===== src/rtl/mips_mc_control_if.sv =====
// Control-to-datapath bundle for the multicycle MIPS control FSM.
// master = control unit (drives selects/enables), slave = datapath side.
interface mips_mc_control_if;
    logic [5:0] opcode;
    logic [5:0] funct;
    logic       zero;
    logic [1:0] ALUControl;
    logic       ALUSrcA;
    logic [1:0] ALUSrcB;
    logic [1:0] PCSrc;
    logic       IorD;
    logic       MemWrite;
    logic       IRWrite;
    logic       RegDst;
    logic       MemtoReg;
    logic       RegWrite;
    logic       PCEn;
    logic       instr_done;
    logic       illegal;
    logic [3:0] state;

    modport master (
        input  opcode, funct, zero,
        output ALUControl, ALUSrcA, ALUSrcB, PCSrc, IorD, MemWrite, IRWrite,
               RegDst, MemtoReg, RegWrite, PCEn, instr_done, illegal, state
    );

    modport slave (
        output opcode, funct, zero,
        input  ALUControl, ALUSrcA, ALUSrcB, PCSrc, IorD, MemWrite, IRWrite,
               RegDst, MemtoReg, RegWrite, PCEn, instr_done, illegal, state
    );
endinterface


===== src/rtl/mips_mc_control.sv =====
// Multicycle MIPS main control FSM: Moore-decoded datapath selects/enables.
// Latency 2-5 cycles per instruction (FETCH inclusive); no backpressure.
module mips_mc_control (
    input  logic               clk,
    input  logic               reset,
    mips_mc_control_if.master  bus
);
    typedef enum logic [3:0] {
        S_FETCH    = 4'd0,
        S_DECODE   = 4'd1,
        S_MEMADR   = 4'd2,
        S_MEMREAD  = 4'd3,
        S_MEMWB    = 4'd4,
        S_MEMWRITE = 4'd5,
        S_EXECUTE  = 4'd6,
        S_ALUWB    = 4'd7,
        S_BRANCH   = 4'd8,
        S_ADDIEX   = 4'd9,
        S_ADDIWB   = 4'd10,
        S_JUMP     = 4'd11
    } state_t;

    localparam logic [5:0] OP_RTYPE = 6'b000000;
    localparam logic [5:0] OP_LW    = 6'b100011;
    localparam logic [5:0] OP_SW    = 6'b101011;
    localparam logic [5:0] OP_BEQ   = 6'b000100;
    localparam logic [5:0] OP_ADDI  = 6'b001000;
    localparam logic [5:0] OP_J     = 6'b000010;

    state_t     state_q, state_d;
    logic       illegal_q, illegal_d;

    logic       funct_ok;
    logic [1:0] funct_alu;
    logic       pc_write, branch, mem_write, ir_write, reg_write;

    always_ff @(posedge clk) begin
        if (reset) begin
            state_q   <= S_FETCH;
            illegal_q <= 1'b0;
        end else begin
            state_q   <= state_d;
            illegal_q <= illegal_d;
        end
    end

    always_comb begin
        funct_ok  = 1'b1;
        funct_alu = 2'b00;
        case (bus.funct)
            6'b100000: funct_alu = 2'b00;
            6'b100110: funct_alu = 2'b01;
            6'b100010: funct_alu = 2'b10;
            6'b101010: funct_alu = 2'b11;
            default:   funct_ok  = 1'b0;
        endcase
    end

    always_comb begin
        state_d   = S_FETCH;
        illegal_d = illegal_q;
        case (state_q)
            S_FETCH:   state_d = S_DECODE;
            S_DECODE: begin
                case (bus.opcode)
                    OP_LW, OP_SW: state_d = S_MEMADR;
                    OP_RTYPE: begin
                        if (funct_ok) state_d = S_EXECUTE;
                        else          illegal_d = 1'b1;
                    end
                    OP_BEQ:  state_d = S_BRANCH;
                    OP_ADDI: state_d = S_ADDIEX;
                    OP_J:    state_d = S_JUMP;
                    default: illegal_d = 1'b1;
                endcase
            end
            S_MEMADR:  state_d = (bus.opcode == OP_SW) ? S_MEMWRITE : S_MEMREAD;
            S_MEMREAD: state_d = S_MEMWB;
            S_EXECUTE: state_d = S_ALUWB;
            S_ADDIEX:  state_d = S_ADDIWB;
            default:   state_d = S_FETCH;
        endcase
    end

    always_comb begin
        bus.ALUControl = 2'b00;
        bus.ALUSrcA    = 1'b0;
        bus.ALUSrcB    = 2'b00;
        bus.PCSrc      = 2'b00;
        bus.IorD       = 1'b0;
        bus.RegDst     = 1'b0;
        bus.MemtoReg   = 1'b0;
        bus.instr_done = 1'b0;
        pc_write       = 1'b0;
        branch         = 1'b0;
        mem_write      = 1'b0;
        ir_write       = 1'b0;
        reg_write      = 1'b0;
        case (state_q)
            S_FETCH: begin
                bus.ALUSrcB = 2'b01;
                ir_write    = 1'b1;
                pc_write    = 1'b1;
            end
            S_DECODE: bus.ALUSrcB = 2'b11;
            S_MEMADR, S_ADDIEX: begin
                bus.ALUSrcA = 1'b1;
                bus.ALUSrcB = 2'b10;
            end
            S_MEMREAD: bus.IorD = 1'b1;
            S_MEMWB: begin
                bus.MemtoReg   = 1'b1;
                reg_write      = 1'b1;
                bus.instr_done = 1'b1;
            end
            S_MEMWRITE: begin
                bus.IorD       = 1'b1;
                mem_write      = 1'b1;
                bus.instr_done = 1'b1;
            end
            S_EXECUTE: begin
                bus.ALUSrcA    = 1'b1;
                bus.ALUControl = funct_alu;
            end
            S_ALUWB: begin
                bus.RegDst     = 1'b1;
                reg_write      = 1'b1;
                bus.instr_done = 1'b1;
            end
            S_BRANCH: begin
                bus.ALUSrcA    = 1'b1;
                bus.ALUControl = 2'b10;
                bus.PCSrc      = 2'b01;
                branch         = 1'b1;
                bus.instr_done = 1'b1;
            end
            S_ADDIWB: begin
                reg_write      = 1'b1;
                bus.instr_done = 1'b1;
            end
            S_JUMP: begin
                bus.PCSrc      = 2'b10;
                pc_write       = 1'b1;
                bus.instr_done = 1'b1;
            end
            default: ;
        endcase
    end

    // Reset kills every architectural side effect in the same cycle it rises.
    assign bus.MemWrite = mem_write & ~reset;
    assign bus.IRWrite  = ir_write  & ~reset;
    assign bus.RegWrite = reg_write & ~reset;
    assign bus.PCEn     = (pc_write | (branch & bus.zero)) & ~reset;
    assign bus.illegal  = illegal_q;
    assign bus.state    = state_q;
endmodule

===== src/flat_wrapper.sv =====
// flat-port wrapper written by rule: the top's interface ports become plain ports
module mips_mc_control_flat 
  (clk, reset, bus_opcode, bus_funct, bus_zero, bus_ALUControl, bus_ALUSrcA, bus_ALUSrcB, bus_PCSrc, bus_IorD, bus_MemWrite, bus_IRWrite, bus_RegDst, bus_MemtoReg, bus_RegWrite, bus_PCEn, bus_instr_done, bus_illegal, bus_state);
  mips_mc_control_if bus_i ();
  input  logic clk;
  input  logic reset;
  input wire logic [$bits(bus_i.opcode)-1:0] bus_opcode;
  input wire logic [$bits(bus_i.funct)-1:0] bus_funct;
  input wire logic [$bits(bus_i.zero)-1:0] bus_zero;
  output wire logic [$bits(bus_i.ALUControl)-1:0] bus_ALUControl;
  output wire logic [$bits(bus_i.ALUSrcA)-1:0] bus_ALUSrcA;
  output wire logic [$bits(bus_i.ALUSrcB)-1:0] bus_ALUSrcB;
  output wire logic [$bits(bus_i.PCSrc)-1:0] bus_PCSrc;
  output wire logic [$bits(bus_i.IorD)-1:0] bus_IorD;
  output wire logic [$bits(bus_i.MemWrite)-1:0] bus_MemWrite;
  output wire logic [$bits(bus_i.IRWrite)-1:0] bus_IRWrite;
  output wire logic [$bits(bus_i.RegDst)-1:0] bus_RegDst;
  output wire logic [$bits(bus_i.MemtoReg)-1:0] bus_MemtoReg;
  output wire logic [$bits(bus_i.RegWrite)-1:0] bus_RegWrite;
  output wire logic [$bits(bus_i.PCEn)-1:0] bus_PCEn;
  output wire logic [$bits(bus_i.instr_done)-1:0] bus_instr_done;
  output wire logic [$bits(bus_i.illegal)-1:0] bus_illegal;
  output wire logic [$bits(bus_i.state)-1:0] bus_state;
  assign bus_i.opcode = bus_opcode;
  assign bus_i.funct = bus_funct;
  assign bus_i.zero = bus_zero;
  assign bus_ALUControl = bus_i.ALUControl;
  assign bus_ALUSrcA = bus_i.ALUSrcA;
  assign bus_ALUSrcB = bus_i.ALUSrcB;
  assign bus_PCSrc = bus_i.PCSrc;
  assign bus_IorD = bus_i.IorD;
  assign bus_MemWrite = bus_i.MemWrite;
  assign bus_IRWrite = bus_i.IRWrite;
  assign bus_RegDst = bus_i.RegDst;
  assign bus_MemtoReg = bus_i.MemtoReg;
  assign bus_RegWrite = bus_i.RegWrite;
  assign bus_PCEn = bus_i.PCEn;
  assign bus_instr_done = bus_i.instr_done;
  assign bus_illegal = bus_i.illegal;
  assign bus_state = bus_i.state;
  mips_mc_control u_core (.clk(clk), .reset(reset), .bus(bus_i));
endmodule

===== config.mk =====
export PLATFORM = sky130hd
export DESIGN_NAME = mips_mc_control_flat
export DESIGN_NICKNAME = d
export VERILOG_FILES = /design/src/rtl/mips_mc_control_if.sv /design/src/rtl/mips_mc_control.sv /design/src/flat_wrapper.sv
export SDC_FILE = /design/constraint.sdc
export NUM_CORES = 1
export LEC_CHECK = 0
export CORE_AREA = 2 2 43 45
export CTS_CLUSTER_SIZE = 16
export DETAILED_ROUTE_END_ITERATION = 8
export DIE_AREA = 0 0 45 47
export PLACE_DENSITY_LB_ADDON = 0.2
export SETUP_SLACK_MARGIN = 0.02
export SLEW_MARGIN = 20
export SYNTH_ARGS = -nofsm -noshare
export SYNTH_HDL_FRONTEND = slang
export SYNTH_SLANG_ARGS = --single-unit
export TNS_END_PERCENT = 1

===== constraint.sdc =====
create_clock -name clk -period 2.3 [get_ports clk]
set_input_delay 0.575 -clock clk [delete_from_list [all_inputs] [get_ports clk]]
set_output_delay 0.575 -clock clk [all_outputs]
set_load 0.005 [all_outputs]

==> results of run 1 <==
-- per-layer routing --
layer | share of wire (%) | up-vias | wire, um
li1 | - | 394 | -
met1 | 42 | 354 | 803
met2 | 48 | 33 | 903
met3 | 7.8 | 5 | 148
met4 | 1.9 | 0 | 36
met5 | 0 | - | 0
-- placed cells by master, fill, tap and decap left out, drive strengths merged, types with 2 or more instances in the layout --
cell and n:
a211oi 2, a21oi 5, a31oi 2, buf 19
clkbuf 5, clkdlybuf4s50 20, dfxtp 5, dlygate4sd2 6
inv 5, nand2 5, nand2b 2, nor2 12
nor3 9, nor4 2, o21ai 4, o21bai 2
o31ai 2, or3 3, or4 3, xnor2 2
-- power breakdown --
part	leakage, nW	switching (mW)	internal, mW
combinational	0.392	0.0430	0.0573
sequential	0.0409	0.00185	0.0910
clock	0.0150	0.0423	0.0660
-- worst max-delay path, cell delays in order --
cell,delay (ns)
buf_6,0.09
or3b_4,0.38
or4_4,0.49
o21bai_1,0.14
buf_2,0.13
-- through the flow --
| stage | std cells | instance area [sq um] |
|---|---|---|
| 6_report | 146 | 1040 |
| 5_1_grt | 146 | 1040 |
| 4_1_cts | 146 | 1020 |
| 3_5_place_dp | 142 | 997 |
| 3_3_place_gp | 142 | 997 |
| 2_1_floorplan | 82 | 549 |
-- Yosys cell counts (2+ instances only) --
master,count,area share (%)
clkbuf_1,4,2.7
o31ai_1,2,2.7
or3_1,2,2.3
xnor2_1,2,3.2
nor3_1,9,8.2
o21bai_1,2,2.7
nand2b_1,2,2.3
dfxtp_1,5,18
inv_1,4,2.7
or4_1,3,4.1
o21ai_1,3,2.7
a21oi_1,5,4.6
nand2_1,5,3.4
nor2_1,12,8.2
a31oi_1,2,2.3
-- what timing repair did --
action | CTS | global route
hold endpoints to repair | 0 | 0
resized for setup | 33 | 8
endpoints found under the setup margin | 11 | 8
pin swaps | 4 | 3
-- state kept, by name (all words and copies together), names as in the netlist --
register and count:
u_core.bus.state 4, u_core.bus.illegal 1
-- kinds of logic (layout without fill, tap and decap cells) --
kind of cell,Yosys count,in the layout
simple gates,41,41
compound gates,20,20
buf+inv,11,58
flops,5,5
xor+xnor,3,3
fa+ha+maj,1,1
mux,1,1
-- worst paths after layout --
check | from | to | cells past startpoint
min reg2reg | u_core.bus.illegal$_SDFFE_PP0P_ | u_core.bus.illegal$_SDFFE_PP0P_ | 2
min | u_core.bus.illegal$_SDFFE_PP0P_ | u_core.bus.illegal$_SDFFE_PP0P_ | 2
max | bus_funct[0] | bus_ALUControl[1] | 5
max reg2reg | u_core.bus.state[0]$_SDFF_PP0_ | u_core.bus.state[1]$_SDFF_PP0_ | 7
-- layout make-up --
class,instances,area (sq um)
timing repair buffer,48,427
multi-input combinational,66,442
sequential,5,100
inverter,6,23.8
tap,17,21.3
clock buffer,4,26.3
fill,168,612
==> impl_metrics.tcl, run 1 <==
set metrics [dict create \
    status "finished with violations" \
    violations "negative setup slack" \
    fmax_mhz 420 \
    grt_pass1_vias 712 \
    cp.arrival_ns 1.81 \
    p_leak_nw 0.448 \
    start_util_pct 33.3 \
    synth_area_sq_um 549 \
    min_period_ns 2.38 \
    clk_latency_ns 0.25 \
    drive_above_1_share_pct 28.7 \
    io_buffers 34 \
    cp-end-kind "output port" \
    synth_compound_area_share_pct 25.7 \
    hold-worst-slack_ns 0.460 \
    grt_util_met1_pct 23.7 \
    final_hold_viol_count 0 \
    setup_ws_ns -0.0814 \
    synth_xor_area_share_pct 4.78 \
    grt-ovfl-total 0 \
    insertedDiodeCount 0 \
    critical_path_class "in -> out" \
    post_drt_wl_per_cell_um 13.0 \
    clk_pin_slew_ns 0.04 \
    maxCapViolCount 0 \
    synth_edf_count 0 \
    clockBufferDepth 2 \
    async_flop_share_pct 0 \
    core_area_sq_um 1650 \
    rsz0062_at_grt "true" \
    ctsHoldBuffers 0 \
    cts_buffers 3 \
    met2_usage_pct 32.9 \
    dp_hpwl_mm 1.40 \
    worst-r2r-setup-slack_ns 0.66 \
    min_path_type "reg -> reg" \
    drv_slew 0 \
    yosys_warnings 0 \
    setup_viol 2 \
    drc 0 \
    synthAdderAreaFrac_pct 1.82 \
    synth_cells 82 \
    htreeDepth 1 \
    track_usage_pct 19.5 \
    io-pin-count 35 \
    drt-total-wl_mm 1.89 \
    rows 15 \
    grt_max_degree 17 \
    clk_root_buffer_cell "clkbuf_4" \
    cp_max_fo 2 \
    synth_ff_type "dfxtp_1" \
    grt_pass1_wl_mm 3.02 \
    worstPathRequired_ns 1.73 \
    postSynthRegisterBits 5 \
    post_synth_and_or_nand_nor_area_fraction_pct 40.1 \
    synthesis.nets 97 \
    clock_sinks 5 \
    areaGrowthSynthToFinish_pct 89.3 \
    die_h_um 47 \
    powerDensity_nw_per_um2 290 \
    synth.distinct_cells 35 \
    dr_total_vias 786 \
    cts_tree "done" \
    finalSetupTns_ns -0.0997 \
    fin_crit_sh_pct 104 \
    start_kind "input pin" \
    synth_top_family_by_area "simple AND/OR/NAND/NOR gates" \
    die_w_um 45 \
    vdd_drop_max_v 0.000270 \
    dieArea_sq_um 2120 \
    met3_usage_pct 3.08 \
    fin_skew_ns 0.00382 \
    grt_busiest_layer "met2" \
    post_cts_buffers 0 \
    firstDrtPassIters 5 \
    syn_area_per_cell_sq_um 6.70 \
    antenna_found_initial 0 \
    maxSlewHeadroom_pct 77.1 \
    tightest_slew_ns 0.340 \
    gp_congestion 0.793 \
    drtAntennaViolNets 0 \
    viasPerCell 5.38 \
    utilization_pct 63.0 \
    drt-initial-drc-count 16 \
    power_uw 301 \
    post-place-ws_ns -0.857 \
    synthMuxAreaShare_pct 1.82 \
    nets 145 \
    seq_area_frac_synth_pct 18.2 \
]
(Power assumes the default switching activity.)
==> run 2: changes to the inputs <==
Settings changed: PLACE_DENSITY set to 0.79, PLACE_DENSITY_LB_ADDON 0.2 to unset.
==> run 2 against run 1 <==
Against the previous run:
- the flow still finishes with violations (negative setup slack)
- non-clock buffer count did not move
- critical path depth is the same
- final area is 0.12% higher
- highest routed layer unchanged
==> impl_metrics.tcl, run 2 (synthesis results as in run 1) <==
set metrics [dict create \
    drv_slew 0 \
    vdd_drop_max_v 0.000355 \
    cp.arrival_ns 1.79 \
    cp_top_family "simple AND/OR/NAND/NOR gates" \
    fmax_mhz 423 \
    dieArea_sq_um 2120 \
    r2r_start "u_core.bus.state[1]$_SDFF_PP0_" \
    status "finished with violations" \
    die_h_um 47 \
    maxCapViolCount 0 \
    viasPerCell 5.50 \
    wl_met2_um 954 \
    clockBufferDepth 2 \
    tightest_slew_ns 0.309 \
    nets 145 \
    cp-end-kind "output port" \
    start_util_pct 33.3 \
    dr_total_vias 803 \
    grt_pass1_vias 706 \
    powerDensity_nw_per_um2 283 \
    drive_above_1_share_pct 30.2 \
    maxSlewHeadroom_pct 79.1 \
    cp_max_fo 2 \
    p_leak_nw 0.438 \
    min_from "u_core.bus.illegal$_SDFFE_PP0P_" \
    firstDrtPassIters 4 \
    critical_path_class "in -> out" \
    insertedDiodeCount 0 \
    grt-ovfl-total 0 \
    antenna_found_initial 0 \
    violations "negative setup slack" \
    grt_max_degree 17 \
    rsz0062_at_grt "true" \
    final_common_cell "clkdlybuf4s50_1" \
    areaGrowthSynthToFinish_pct 89.5 \
    setup_ws_ns -0.0629 \
    start_kind "input pin" \
    post_cts_buffers 0 \
    cts_tree "done" \
    critPathMaxStageDelay_ns 0.49 \
    clk_pin_slew_ns 0.04 \
    drc 0 \
    stdcell_count 146 \
    post-place-ws_ns -0.828 \
    dp_hpwl_mm 1.47 \
    fin_crit_sh_pct 103 \
    post_drt_wl_per_cell_um 13.4 \
    wl_met3_um 186 \
    setup_viol 2 \
    min_path_type "reg -> reg" \
    whs_endpoint "u_core.bus.illegal$_SDFFE_PP0P_" \
    io-pin-count 35 \
    rows 15 \
    clk_latency_ns 0.24 \
    fin_skew_ns 0.0000825 \
    cp_slowest_cell "or4_4" \
    clk_root_buffer_cell "clkbuf_4" \
    cts_buffers 3 \
    final_cell_mix "clkdlybuf4s50_1 (22), nor2_1 (12), buf_4 (12)" \
    die_w_um 45 \
    drtAntennaViolNets 0 \
    dp.cells 142 \
    drt-initial-drc-count 17 \
    core_area_sq_um 1650 \
    worstPathRequired_ns 1.73 \
    io_buffers 34 \
    top_layer_used "met4" \
    path_buf_inv 2 \
    htreeDepth 1 \
    reg2reg_depth 7 \
    fin_area_sq_um 1040 \
    worst-r2r-setup-slack_ns 0.59 \
    min_period_ns 2.36 \
    gp_congestion 0.803 \
    hold-path-cell-count 2 \
    cp_cell_sequence "buf_6 -> or3b_4 -> or4_4 -> o21bai_1 -> buf_2" \
    track_usage_pct 19.6 \
    r2r_end "u_core.bus.state[1]$_SDFF_PP0_" \
    drt-met1-wl_um 778 \
    cp.depth 5 \
    final_hold_viol_count 0 \
    largest_reg_flops 4 \
    grt_pass1_wl_mm 3.02 \
    drt-total-wl_mm 1.95 \
    clock_sinks 5 \
    place_area_sq_um 997 \
]
run 2: changes by cell type in the layout (fill, tap and decap cells not counted), sizes merged:
| cell | delta |
|---|---|
| dlygate4sd2 | -2 |
| clkdlybuf4s50 | +2 |
run 2: metal layers:
| metal | up-vias | global-route usage, % |
|---|---|---|
| li1 | 398 | - |
| met1 | 353 | 23.8 |
| met2 | 46 | 33.7 |
| met3 | 6 | 5.38 |
| met4 | 0 | 6.47 |
| met5 | - | 0 |
run 2: final cells by class:
| class | instances | area, sq um |
|---|---|---|
| Sequential cell | 5 | 101 |
| Inverter | 6 | 23.8 |
| Clock buffer | 4 | 26.3 |
| Fill cell | 146 | 611 |
| Tap cell | 17 | 21.3 |
| Multi-Input combinational cell | 66 | 440 |
| Timing Repair Buffer | 48 | 428 |
run 2: worst max-delay path by stage:
stage | start | endpoint | slack, ns
floorplan | bus_funct[0] | bus_ALUControl[1] | 0.08
CTS | bus_funct[4] | bus_ALUControl[1] | -0.11
detailed placement | bus_funct[5] | bus_ALUControl[1] | -0.83
global placement | bus_funct[5] | bus_ALUControl[1] | -0.78
global route | bus_funct[4] | bus_ALUControl[1] | -0.09
finish | bus_funct[4] | bus_ALUControl[1] | -0.06
run 2: metrics by stage:
| step | TNS (ns) | total power, mW | utilization, % | hold slack (ns) |
|---|---|---|---|---|
| 2_1_floorplan | 0 | 0.131 | - | 0.448 |
| 3_3_place_gp | -2.42 | 0.193 | 60.4 | 0.455 |
| 3_5_place_dp | -2.56 | 0.195 | 60.4 | 0.455 |
| 4_1_cts | -0.235 | 0.298 | 61.7 | 0.461 |
| 5_1_grt | -0.160 | 0.312 | 63.0 | 0.503 |
| 6_report | -0.0726 | 0.294 | 63.0 | 0.456 |
run 2: worst register-to-register path, stage by stage (launching register included):
cell and delay (ns):
dfxtp_2 0.33, buf_6 0.15, nand2b_2 0.23, buf_4 0.17, or4_1 0.43, a31oi_1 0.15, o21ai_1 0.08, o311ai_1 0.08
run 2: report_power, final:
part	leakage (nW)	switching [mW]	total, mW	internal [mW]
clock network	0.0150	0.0358	0.101	0.0656
registers	0.0414	0.00187	0.0930	0.0911
logic	0.382	0.0435	0.0997	0.0562
run 2: what timing repair did:
item | 4_1_cts | 5_1_grt
gates resized for setup | 32 | 9
pin swaps | 4 | 2
hold buffers | 0 | 0
cloned | 0 | 0
setup endpoints to repair | 10 | 9
